--- src/rtl/edram_arbiter.sv ---
`default_nettype none
// ============================================================================
// edram_arbiter : round-robin arbiter sharing one fixed-latency eDRAM port
//                 among NUM_IMA requesters, one access in flight at a time.
// Revision 1.0
// ============================================================================
module edram_arbiter #(
  parameter int NUM_IMA    = 4,
  parameter int ADDR_WIDTH = 20,
  parameter int DATA_WIDTH = 12,
  parameter int MEM_LAT    = 4
) (
  input  logic                          clk,
  input  logic                          rst,
  input  logic [NUM_IMA-1:0]            ima_ren_i,
  input  logic [NUM_IMA-1:0]            ima_wen_i,
  input  logic [NUM_IMA*ADDR_WIDTH-1:0] ima_addr_i,
  input  logic [NUM_IMA*DATA_WIDTH-1:0] ima_wdata_i,
  output logic [NUM_IMA-1:0]            ima_wait_o,
  output logic [DATA_WIDTH-1:0]         ima_rdata_o,
  output logic                          ram_ren_o,
  output logic                          ram_wen_o,
  output logic [ADDR_WIDTH-1:0]         ram_addr_o,
  output logic [DATA_WIDTH-1:0]         ram_wdata_o,
  input  logic [DATA_WIDTH-1:0]         ram_rdata_i,
  output logic                          busy_o,
  output logic [$clog2(NUM_IMA)-1:0]    grant_id_o
);

  localparam int c_GNT_W = $clog2(NUM_IMA);
  localparam int c_CNT_W = (MEM_LAT > 1) ? $clog2(MEM_LAT) : 1;

  typedef enum logic [0:0] {
    FREE = 1'b0,
    BUSY = 1'b1
  } state_t;

  state_t                state_q, state_d;
  logic [c_CNT_W-1:0]    cnt_q, cnt_d;
  logic                  done_q, done_d;
  logic [c_GNT_W-1:0]    last_grant_q, last_grant_d;
  logic [c_GNT_W-1:0]    grant_id_q, grant_id_d;
  logic                  wr_q, wr_d;
  logic [ADDR_WIDTH-1:0] addr_q, addr_d;
  logic [DATA_WIDTH-1:0] wdata_q, wdata_d;
  logic [DATA_WIDTH-1:0] rdata_q, rdata_d;

  logic [NUM_IMA-1:0]    w_req;
  logic [NUM_IMA-1:0]    w_mreq;
  logic                  w_pick_vld;
  logic [c_GNT_W-1:0]    w_pick;
  int                    w_idx;

  assign w_req = ima_ren_i | ima_wen_i;

  for (genvar i = 0; i < NUM_IMA; i++) begin : g_wait
    assign ima_wait_o[i] = w_req[i] & ~(done_q & (grant_id_q == c_GNT_W'(i)));
  end

  // The stall vector is exactly the request vector with the just-completed
  // port masked, so it doubles as the arbitration input.
  assign w_mreq = ima_wait_o;

  always_comb begin
    w_pick_vld = 1'b0;
    w_pick     = '0;
    w_idx      = 0;
    for (int k = 1; k <= NUM_IMA; k++) begin
      w_idx = (int'(last_grant_q) + k) % NUM_IMA;
      if (!w_pick_vld && w_mreq[c_GNT_W'(w_idx)]) begin
        w_pick_vld = 1'b1;
        w_pick     = c_GNT_W'(w_idx);
      end
    end
  end

  always_comb begin
    state_d      = state_q;
    cnt_d        = cnt_q;
    done_d       = 1'b0;
    last_grant_d = last_grant_q;
    grant_id_d   = grant_id_q;
    wr_d         = wr_q;
    addr_d       = addr_q;
    wdata_d      = wdata_q;
    rdata_d      = rdata_q;
    case (state_q)
      FREE: begin
        if (w_pick_vld) begin
          state_d      = BUSY;
          grant_id_d   = w_pick;
          last_grant_d = w_pick;
          wr_d         = ima_wen_i[w_pick];
          addr_d       = ima_addr_i[w_pick*ADDR_WIDTH +: ADDR_WIDTH];
          wdata_d      = ima_wdata_i[w_pick*DATA_WIDTH +: DATA_WIDTH];
          cnt_d        = c_CNT_W'(MEM_LAT - 1);
        end
      end
      BUSY: begin
        if (cnt_q == '0) begin
          state_d = FREE;
          done_d  = 1'b1;
          if (!wr_q) begin
            rdata_d = ram_rdata_i;
          end
        end else begin
          cnt_d = cnt_q - c_CNT_W'(1);
        end
      end
      default: state_d = FREE;
    endcase
  end

  always_ff @(posedge clk) begin
    if (rst) begin
      state_q      <= FREE;
      cnt_q        <= '0;
      done_q       <= 1'b0;
      last_grant_q <= c_GNT_W'(NUM_IMA - 1);
      grant_id_q   <= '0;
      wr_q         <= 1'b0;
      addr_q       <= '0;
      wdata_q      <= '0;
      rdata_q      <= '0;
    end else begin
      state_q      <= state_d;
      cnt_q        <= cnt_d;
      done_q       <= done_d;
      last_grant_q <= last_grant_d;
      grant_id_q   <= grant_id_d;
      wr_q         <= wr_d;
      addr_q       <= addr_d;
      wdata_q      <= wdata_d;
      rdata_q      <= rdata_d;
    end
  end

  assign busy_o      = (state_q == BUSY);
  assign ram_ren_o   = busy_o & ~wr_q;
  assign ram_wen_o   = busy_o & wr_q;
  assign ram_addr_o  = addr_q;
  assign ram_wdata_o = wdata_q;
  assign ima_rdata_o = rdata_q;
  assign grant_id_o  = grant_id_q;

endmodule
`default_nettype wire

--- config.mk ---
export PLATFORM = sky130hd
export DESIGN_NAME = edram_arbiter
export DESIGN_NICKNAME = d
export VERILOG_FILES = /design/src/rtl/edram_arbiter.sv
export SDC_FILE = /design/constraint.sdc
export NUM_CORES = 1
export LEC_CHECK = 0
export CORE_AREA = 2 2 79 81
export CTS_BUF_LIST = sky130_fd_sc_hd__clkbuf_8
export DETAILED_ROUTE_END_ITERATION = 12
export DIE_AREA = 0 0 81 83
export DONT_BUFFER_PORTS = 1
export PLACE_DENSITY = 0.71
export RECOVER_POWER = 100
export SKIP_CTS_REPAIR_TIMING = 1
export SLEW_MARGIN = 30
export SYNTH_ARGS = -nofsm -noshare
export SYNTH_HDL_FRONTEND = slang
export SYNTH_SLANG_ARGS = --single-unit
--- constraint.sdc ---
create_clock -name clk -period 5.1 [get_ports clk]
set_input_delay 1.02 -clock clk [delete_from_list [all_inputs] [get_ports clk]]
set_output_delay 1.02 -clock clk [all_outputs]
set_load 0.05 [all_outputs]
==> run metrics, run 1 <==
Slew @ Worst Pin=~1.3 ns; GRT overflow=0; WHS Endpoint=cnt_q[0]; top post-synthesis cells by area=dfxtp_1 (35%), mux2i_1 (22%), o221ai_2 (15%), nand3_1 (5.6%), nand2_1 (3.3%); Routed Antenna Nets=0; HP Class=reg -> reg; #FFs+latches synth=53; most frequent cells in the layout=mux2i_1 (66), dfxtp_1 (53), nand3_1 (34); worst vdd ir=approximately 200 uV; Worst setup SP type=register; final WL=between 7 and 8 mm; post-layout util=51.66%; layout cells sized above 1=8.904%; Port Buf Inserts=0; Syn Inst Count=between 300 and 400; commonest non-fill, non-tap cell in the layout=mux2i_1; DR vias=2,379; CTS tree=yes; Starting Density=52.67%; depth of the worst hold-timing path=1; clk_skew=0.01078 ns; global-route wire length before repair=11.46 mm; Post-synth EDFFs=0; CORE AREA=0.005816 sq mm; syn_nets=between 400 and 500; vias in the first global route=2,295; Clock transition at path regs=0.11 ns; Synth cell types=40; fmax=~0.29 GHz; IO Pins=between 200 and 250; leakage dissipation=about 0.0011 uW; Inserted Clock Buffers=5; Setup crit end kind=register; DRT Pass-1 Iters=4; relative slew slack=10.06%; Total GRT Usage=21.69%; worst hold start=cnt_q[0]; initial antenna violation count=0; cell area power density=438.7 mW/mm^2; Yosys top cell by area=dfxtp_1; final worst path period share=approximately 68%; Hold Fails Final Rpt=0; Max Slew Vio Count=0; ys async rst share=0%; FF-to-FF path depth=6; DR iter-0 viols=108; CTS root buffer=clkbuf_8; clock buffer depth=2; register area share after synthesis=34.64%; Die ar.=0.006723 sq mm; pin count of the biggest net entering global routing=55; post-route minimum period=3.455 ns; WP data arrival=3.67 ns; Final HPWL DP=5.648 mm; worst skew pair latency=0.31 ns; hold_ws=around 0.47 ns; Setup Viol. Count Final=0; vias per inst=6.482; reg2reg start=grant_id_o[0]; max_cap viols=0; post-synth top area share=34.64%; CP required=5.31 ns; Core Rows=28; H-tree lvl count=2; drt drc=0; ANT cells=0; Final Power=1318 uW; gpl congestion=0.8156; r2r setup slk=1.64 ns; Die W=81 microns; ys flop type=dfxtp_1; DR WL/cell=between 20 and 25 microns; setup_tns=0 ns; status=finished clean; layout net count=442; area delta synth->final=-1.920%; reg-to-reg critical path endpoint=ram_wdata_o[0]; unrepaired setup endpoints after global routing=false; syn avg cell area=10.08 sq um; Mapped Area=just over 0.003 sq mm; CTS Sinks=53; Yosys warning count=0; critical path class=reg -> reg; Die Y=approximately 83 microns; worst-path fanout max=33
==> per-layer routing <==
metal | up-vias | track usage [%] | wire, microns
met3 | 11 | 5.978 | 559
met2 | 109 | 38.99 | 3908
met1 | 1122 | 24.50 | 2981
met5 | - | 0 | 0
li1 | 1137 | - | -
met4 | 0 | 6.163 | 129
==> critical path, cell delays in order (launching register included) <==
cell,delay [ns]
dfxtp_1,0.73
and3b_1,0.26
or2_0,0.34
inv_1,0.42
nor2_1,0.12
or4_1,1.07
o221ai_1,0.40
==> Yosys cell counts, types with 2 or more instances <==
cell type and count:
nor2_1 11, dfxtp_1 53, o221ai_1 5, nor3_1 2, a211oi_1 2, and3b_1 2
nand2_1 27, buf_6 4, clkbuf_4 2, or2_1 2, inv_1 6, buf_12 3
nor2b_1 2, o21ai_1 4, o221ai_2 30, clkbuf_1 11, mux2i_1 66, buf_2 4
nand3_1 34, a21oi_1 14
==> layout make-up <==
| cell class | count | area (sq um) |
|---|---|---|
| multi-input combinational | 218 | 1668 |
| clock buffer | 5 | 68.82 |
| inverter | 8 | 30.03 |
| sequential | 53 | 1061 |
| timing repair buffer | 5 | 53.80 |
| tap | 75 | 93.84 |
| fill | 577 | 2811 |
| clock inverter | 3 | 28.78 |
==> report_power, final <==
part / leakage [uW] / internal (uW) / total, uW / switching (uW)
Combinational: 0.000632 / 142 / 324 / 183
Sequential: 0.000437 / 479 / 736 / 257
Clock: 0.0000506 / 103 / 258 / 155
==> per-stage QoR <==
step	std cells	setup WS, ns	area (sq um)
2_1_floorplan	304	2.409	3063
3_3_place_gp	358	1.774	3032
3_5_place_dp	358	1.719	3032
4_1_cts	366	1.800	3129
5_1_grt	367	1.351	3004
6_report	367	1.645	3004
==> worst max-delay path by stage <==
| stage | startpoint | end | slack (ns) | depth (start not counted) |
|---|---|---|---|---|
| 6_report | grant_id_o[0] | ram_wdata_o[0] | 1.64 | 6 |
| 5_1_grt | grant_id_o[0] | ram_wdata_o[0] | 1.35 | 6 |
| 4_1_cts | grant_id_o[1] | ram_wdata_o[0] | 1.80 | 6 |
| 3_5_place_dp | ima_ren_i[0] | ram_wdata_o[0] | 1.72 | 6 |
| 3_3_place_gp | ima_ren_i[0] | ram_addr_o[18] | 1.77 | 6 |
| 2_1_floorplan | ima_ren_i[0] | ram_addr_o[0] | 2.41 | 8 |
==> cell families (layout without fill, tap and decap cells) <==
logic type | Yosys count | after routing | share of synthesized area, %
compound gates | 64 | 64 | 22.67
fa+ha+maj | 1 | 1 | 0.4084
buf+inv | 33 | 21 | 7.148
flops | 53 | 53 | 34.64
mux | 66 | 66 | 21.57
simple gates | 87 | 87 | 13.56
==> state kept, by name (all words and copies together) (netlist names) <==
signal and count:
busy_o 1, cnt_q 2, done_q 1, grant_id_o 2, ima_rdata_o 12, last_grant_q 2, ram_addr_o 20, ram_wdata_o 12
wr_q 1
Note: power is estimated with default switching activity, not from simulation.
==> run 2, diff against run 1 <==
PLACE_DENSITY = 0.73   (was 0.71)
clock period = 3 ns   (was 5.1 ns; I/O delays follow)
==> run metrics, run 2 (synthesis results as in run 1) <==
status=finished clean; Worst setup SP type=register; DP Area=0.003097 sq mm; vias per inst=6.335; Max Slew Vio Count=0; CP required=3.23 ns; global-route wire length before repair=around 11 mm; Routed Antenna Nets=0; setup_tns=0 ns; Die Y=slightly above 80 microns; layout cells sized above 1=~9.1%; crit-path cells=and3b_1 > or2_4 > inv_1 > nor2_1 > or4_2 > buf_4 > o221ai_1; Post-Place Worst Slack=0.5481 ns; GRT overflow=0; most frequent cells in the layout=mux2i_1 (66), dfxtp_1 (53), nand3_1 (34); post-layout util=51.91%; Final Power=about 2200 uW; Die ar.=approximately 0.0067 sq mm; slowest stage cell on the critical path=or4_2; gpl congestion=~0.84; commonest non-fill, non-tap cell in the layout=mux2i_1; drt drc=0; DR iter-0 viols=70; CP peak stage delay=0.64 ns; relative slew slack=49.01%; fmax=approximately 0.39 GHz; max reg flops=20; worst vdd ir=424.8 uV; Inserted Clock Buffers=5; max_cap viols=0; critical path class=reg -> reg; Fillers=570; cell area power density=740.1 mW/mm^2; HP Class=in -> reg; area delta synth->final=-1.430%; final WL=7.512 mm; Hold Fails Final Rpt=0; vias in the first global route=between 2,000 and 2,500; ANT cells=0; unrepaired setup endpoints after global routing=false; PnR worst setup slack=roughly 0.45 ns; final worst path period share=84.96%; DRT Pass-1 Iters=4; post-route minimum period=2.549 ns; clk_skew=roughly 0.014 ns; Final HPWL DP=5.718 mm; CTS tree=yes; Slew @ Worst Pin=between 0.7 and 0.8 ns; top cell family by delay on the critical path=simple AND/OR/NAND/NOR gates; Core Rows=28; Port Buf Inserts=0; CTS Sinks=53; worst-path fanout max=20; WP data arrival=2.78 ns; Setup Viol. Count Final=0; Starting Density=~53%; layout net count=448; H-tree lvl count=2; finished layout cell area=around 0.0030 sq mm; pin count of the biggest net entering global routing=52; IO Pins=203; CORE AREA=~0.0058 sq mm; Die W=81 microns; DR WL/cell=20.14 microns; Critical path buffers and inverters=2; DR vias=2,363; leakage dissipation=0.001146 uW; Setup crit end kind=register; worst skew pair latency=slightly above 0.3 ns; Clock transition at path regs=around 0.11 ns; CTS root buffer=clkbuf_8; clock buffer depth=2; Total GRT Usage=21.27%; initial antenna violation count=0
==> run 2: changes by cell type in the layout (fill, tap and decap cells not counted), sizes merged <==
cell    delta
clkinv     -1
buf        +4
inv        +1
clkbuf     +2
==> run 2: where the power goes <==
group / switching (uW) / leakage [uW] / internal, uW / total [uW]
clock: 259 / 0.0000511 / 177 / 436
sequential: 416 / 0.000437 / 814 / 1230
combinational: 322 / 0.000657 / 247 / 569
total: 997 / 0.00115 / 1240 / 2230
==> run 2: worst reg2reg max path: stages (launching register included) <==
cell and delay, ns:
dfxtp_1 0.39, and3b_1 0.21, or2_4 0.28, inv_1 0.39, nor2_1 0.13, or4_2 0.64, buf_4 0.24, o221ai_1 0.18
==> run 2: routing by layer <==
metal	global-route usage (%)	routed length, microns	vias to the layer above
met4	5.547	70	0
met2	38.24	3845	109
li1	-	-	1136
met1	24.01	2953	1112
met3	6.196	643	6
met5	0	0	-
==> run 2: area by class of cell <==
| class | count | area [sq um] | share of cell area (%) |
|---|---|---|---|
| multi-input cells | 218 | 1635 | 54.16 |
| flip-flops and latches | 53 | 1061 | 35.14 |
| repair buffers | 11 | 101.3 | 3.357 |
| well taps | 75 | 93.84 | 3.108 |
| clock buffers | 5 | 68.82 | 2.279 |
| inverters | 8 | 30.03 | 0.9946 |
| clock inverters | 3 | 28.78 | 0.9532 |
==> run 2: final timing paths <==
check,startpoint,to,slack (ns),cells past startpoint
min,rst,ima_rdata_o[4],0.34,1
min reg2reg,cnt_q[0],cnt_q[0],0.48,1
max reg2reg,grant_id_o[0],ram_addr_o[6],0.45,7
max,grant_id_o[0],ram_addr_o[6],0.45,7
==> run 2: per-stage QoR <==
stage / cells / hold WS, ns
after floorplan: 304 / 0.4430
after global placement: 365 / 0.4480
after detailed placement: 365 / 0.4570
after CTS: 373 / 0.3256
after global routing: 373 / 0.3108
final: 373 / 0.3392
==> run 3, diff against run 2 <==
PLACE_DENSITY = 0.71   (was 0.73)
clock period = 2.7 ns   (was 3 ns; I/O delays follow)
==> run metrics, run 3 (synthesis results as in run 1) <==
Gate power share=between 20% and 30%; initial antenna violation count=0; Setup Viol. Count Final=0; pin count of the biggest net entering global routing=44; global-route wire length before repair=11.71 mm; Inserted Clock Buffers=5; Final HPWL DP=between 5 and 6 mm; setup_tns=0 ns; GRT overflow=0; DP Area=0.003122 sq mm; Pint=1486 uW; IO Pins=203; worst skew pair latency=approximately 0.3 ns; Routed Antenna Nets=0; CTS Sinks=53; worst hold start=rst; worst-path fanout max=18; PnR worst setup slack=0.3698 ns; max reg flops=20; ANT cells=0; footprint of the multi-input gates=between 0.0015 and 0.002 sq mm; Post-Place Worst Slack=around 0.4 ns; Worst setup SP type=register; CORE AREA=about 0.0058 sq mm; CP required=2.91 ns; Die W=81 microns; finished layout cell area=0.003058 sq mm; clock power share=21.8%; clock buffer depth=2; CP Launch Point=grant_id_o[1]; worst vdd ir=372.4 uV; Slew @ Worst Pin=0.9602 ns; Setup crit end kind=register; Die Y=83 microns; Reg area=roughly 0.0011 sq mm; post-route minimum period=between 2 and 2.5 ns; fmax=0.4291 GHz; Fillers=roughly 570; clk_skew=between 0.005 and 0.006 ns; CTS tree=yes; cell area power density=840.5 mW/mm^2; Total GRT Usage=22.09%; DRT Pass-1 Iters=4; relative slew slack=35.98%; most frequent cells in the layout=mux2i_1 (66), dfxtp_1 (53), nand3_1 (34); Switch Pwr=1084 uW; H-tree lvl count=2; Die ar.=0.006723 sq mm; Port Buf Inserts=0; vias per inst=6.278; DR iter-0 viols=63; Final Power=2570 uW; Hold Fails Final Rpt=0; Sw Share=between 40% and 50%; commonest non-fill, non-tap cell in the layout=mux2i_1; vias in the first global route=2,292; HP Class=in -> reg; hold_ws=0.2945 ns; reg2reg start=grant_id_o[1]; area delta synth->final=-0.1635%; Sequential Power Share=53.5%; unrepaired setup endpoints after global routing=false; layout net count=453; drt drc=0; Max Slew Vio Count=0; max_cap viols=0; CTS root buffer=clkbuf_8; layout cells sized above 1=10.23%; DR WL/cell=between 20 and 25 microns; WP data arrival=2.54 ns; leakage dissipation=0.001166 uW; gpl congestion=0.8299; DR vias=around 2,400; Core Rows=28; final worst path period share=86.30%; Starting Density=52.67%; Clock transition at path regs=0.09 ns; final WL=7.678 mm; critical path class=reg -> reg; status=finished clean
==> run 3: stage by stage <==
step           utilization [%]  cells
3_5_place_dp             53.68    370
6_report                 52.58    378
5_1_grt                  52.58    378
3_3_place_gp             53.68    370
2_1_floorplan                -    304
4_1_cts                  55.74    378
==> run 3: final timing paths <==
check	to	slack, ns	depth (start not counted)
worst max-delay path	ram_addr_o[14]	0.37	7
worst min-delay path	ima_rdata_o[11]	0.29	1
worst max register to register	ram_addr_o[14]	0.37	7
worst min register to register	cnt_q[0]	0.48	1
==> run 3: routing by layer <==
metal  GRT usage [%]  vias to the layer above  wire length, microns
met2           37.64                      101                  3972
met3           5.870                        6                   586
li1                -                     1149                     -
met5               0                        -                     0
met4           5.085                        0                    62
met1           27.47                     1117                  3057
==> run 3: power groups by stage <==
stage,Combinational [uW],Sequential (uW),Clock (uW)
after global placement,700,1390,0
after CTS,718,1380,580
final,636,1370,560
after floorplan,640,1370,0
after global routing,699,1390,615
after detailed placement,719,1390,0
==> run 3: layout make-up <==
| cell class | instances | share of cell area, % |
|---|---|---|
| tap | 75 | 3.069 |
| multi-input combinational | 218 | 53.23 |
| clock inverter | 2 | 1.227 |
| inverter | 8 | 0.9820 |
| sequential | 53 | 34.70 |
| clock buffer | 6 | 2.700 |
| timing repair buffer | 16 | 4.092 |
==> run 3: critical path, cell delays in order, from the launching register on <==
cell and delay [ns]:
dfxtp_1 0.40, buf_4 0.24, nand3b_1 0.15, o21ai_1 0.13
a41oi_1 0.72, o211ai_4 0.13, buf_4 0.25, o221ai_1 0.23
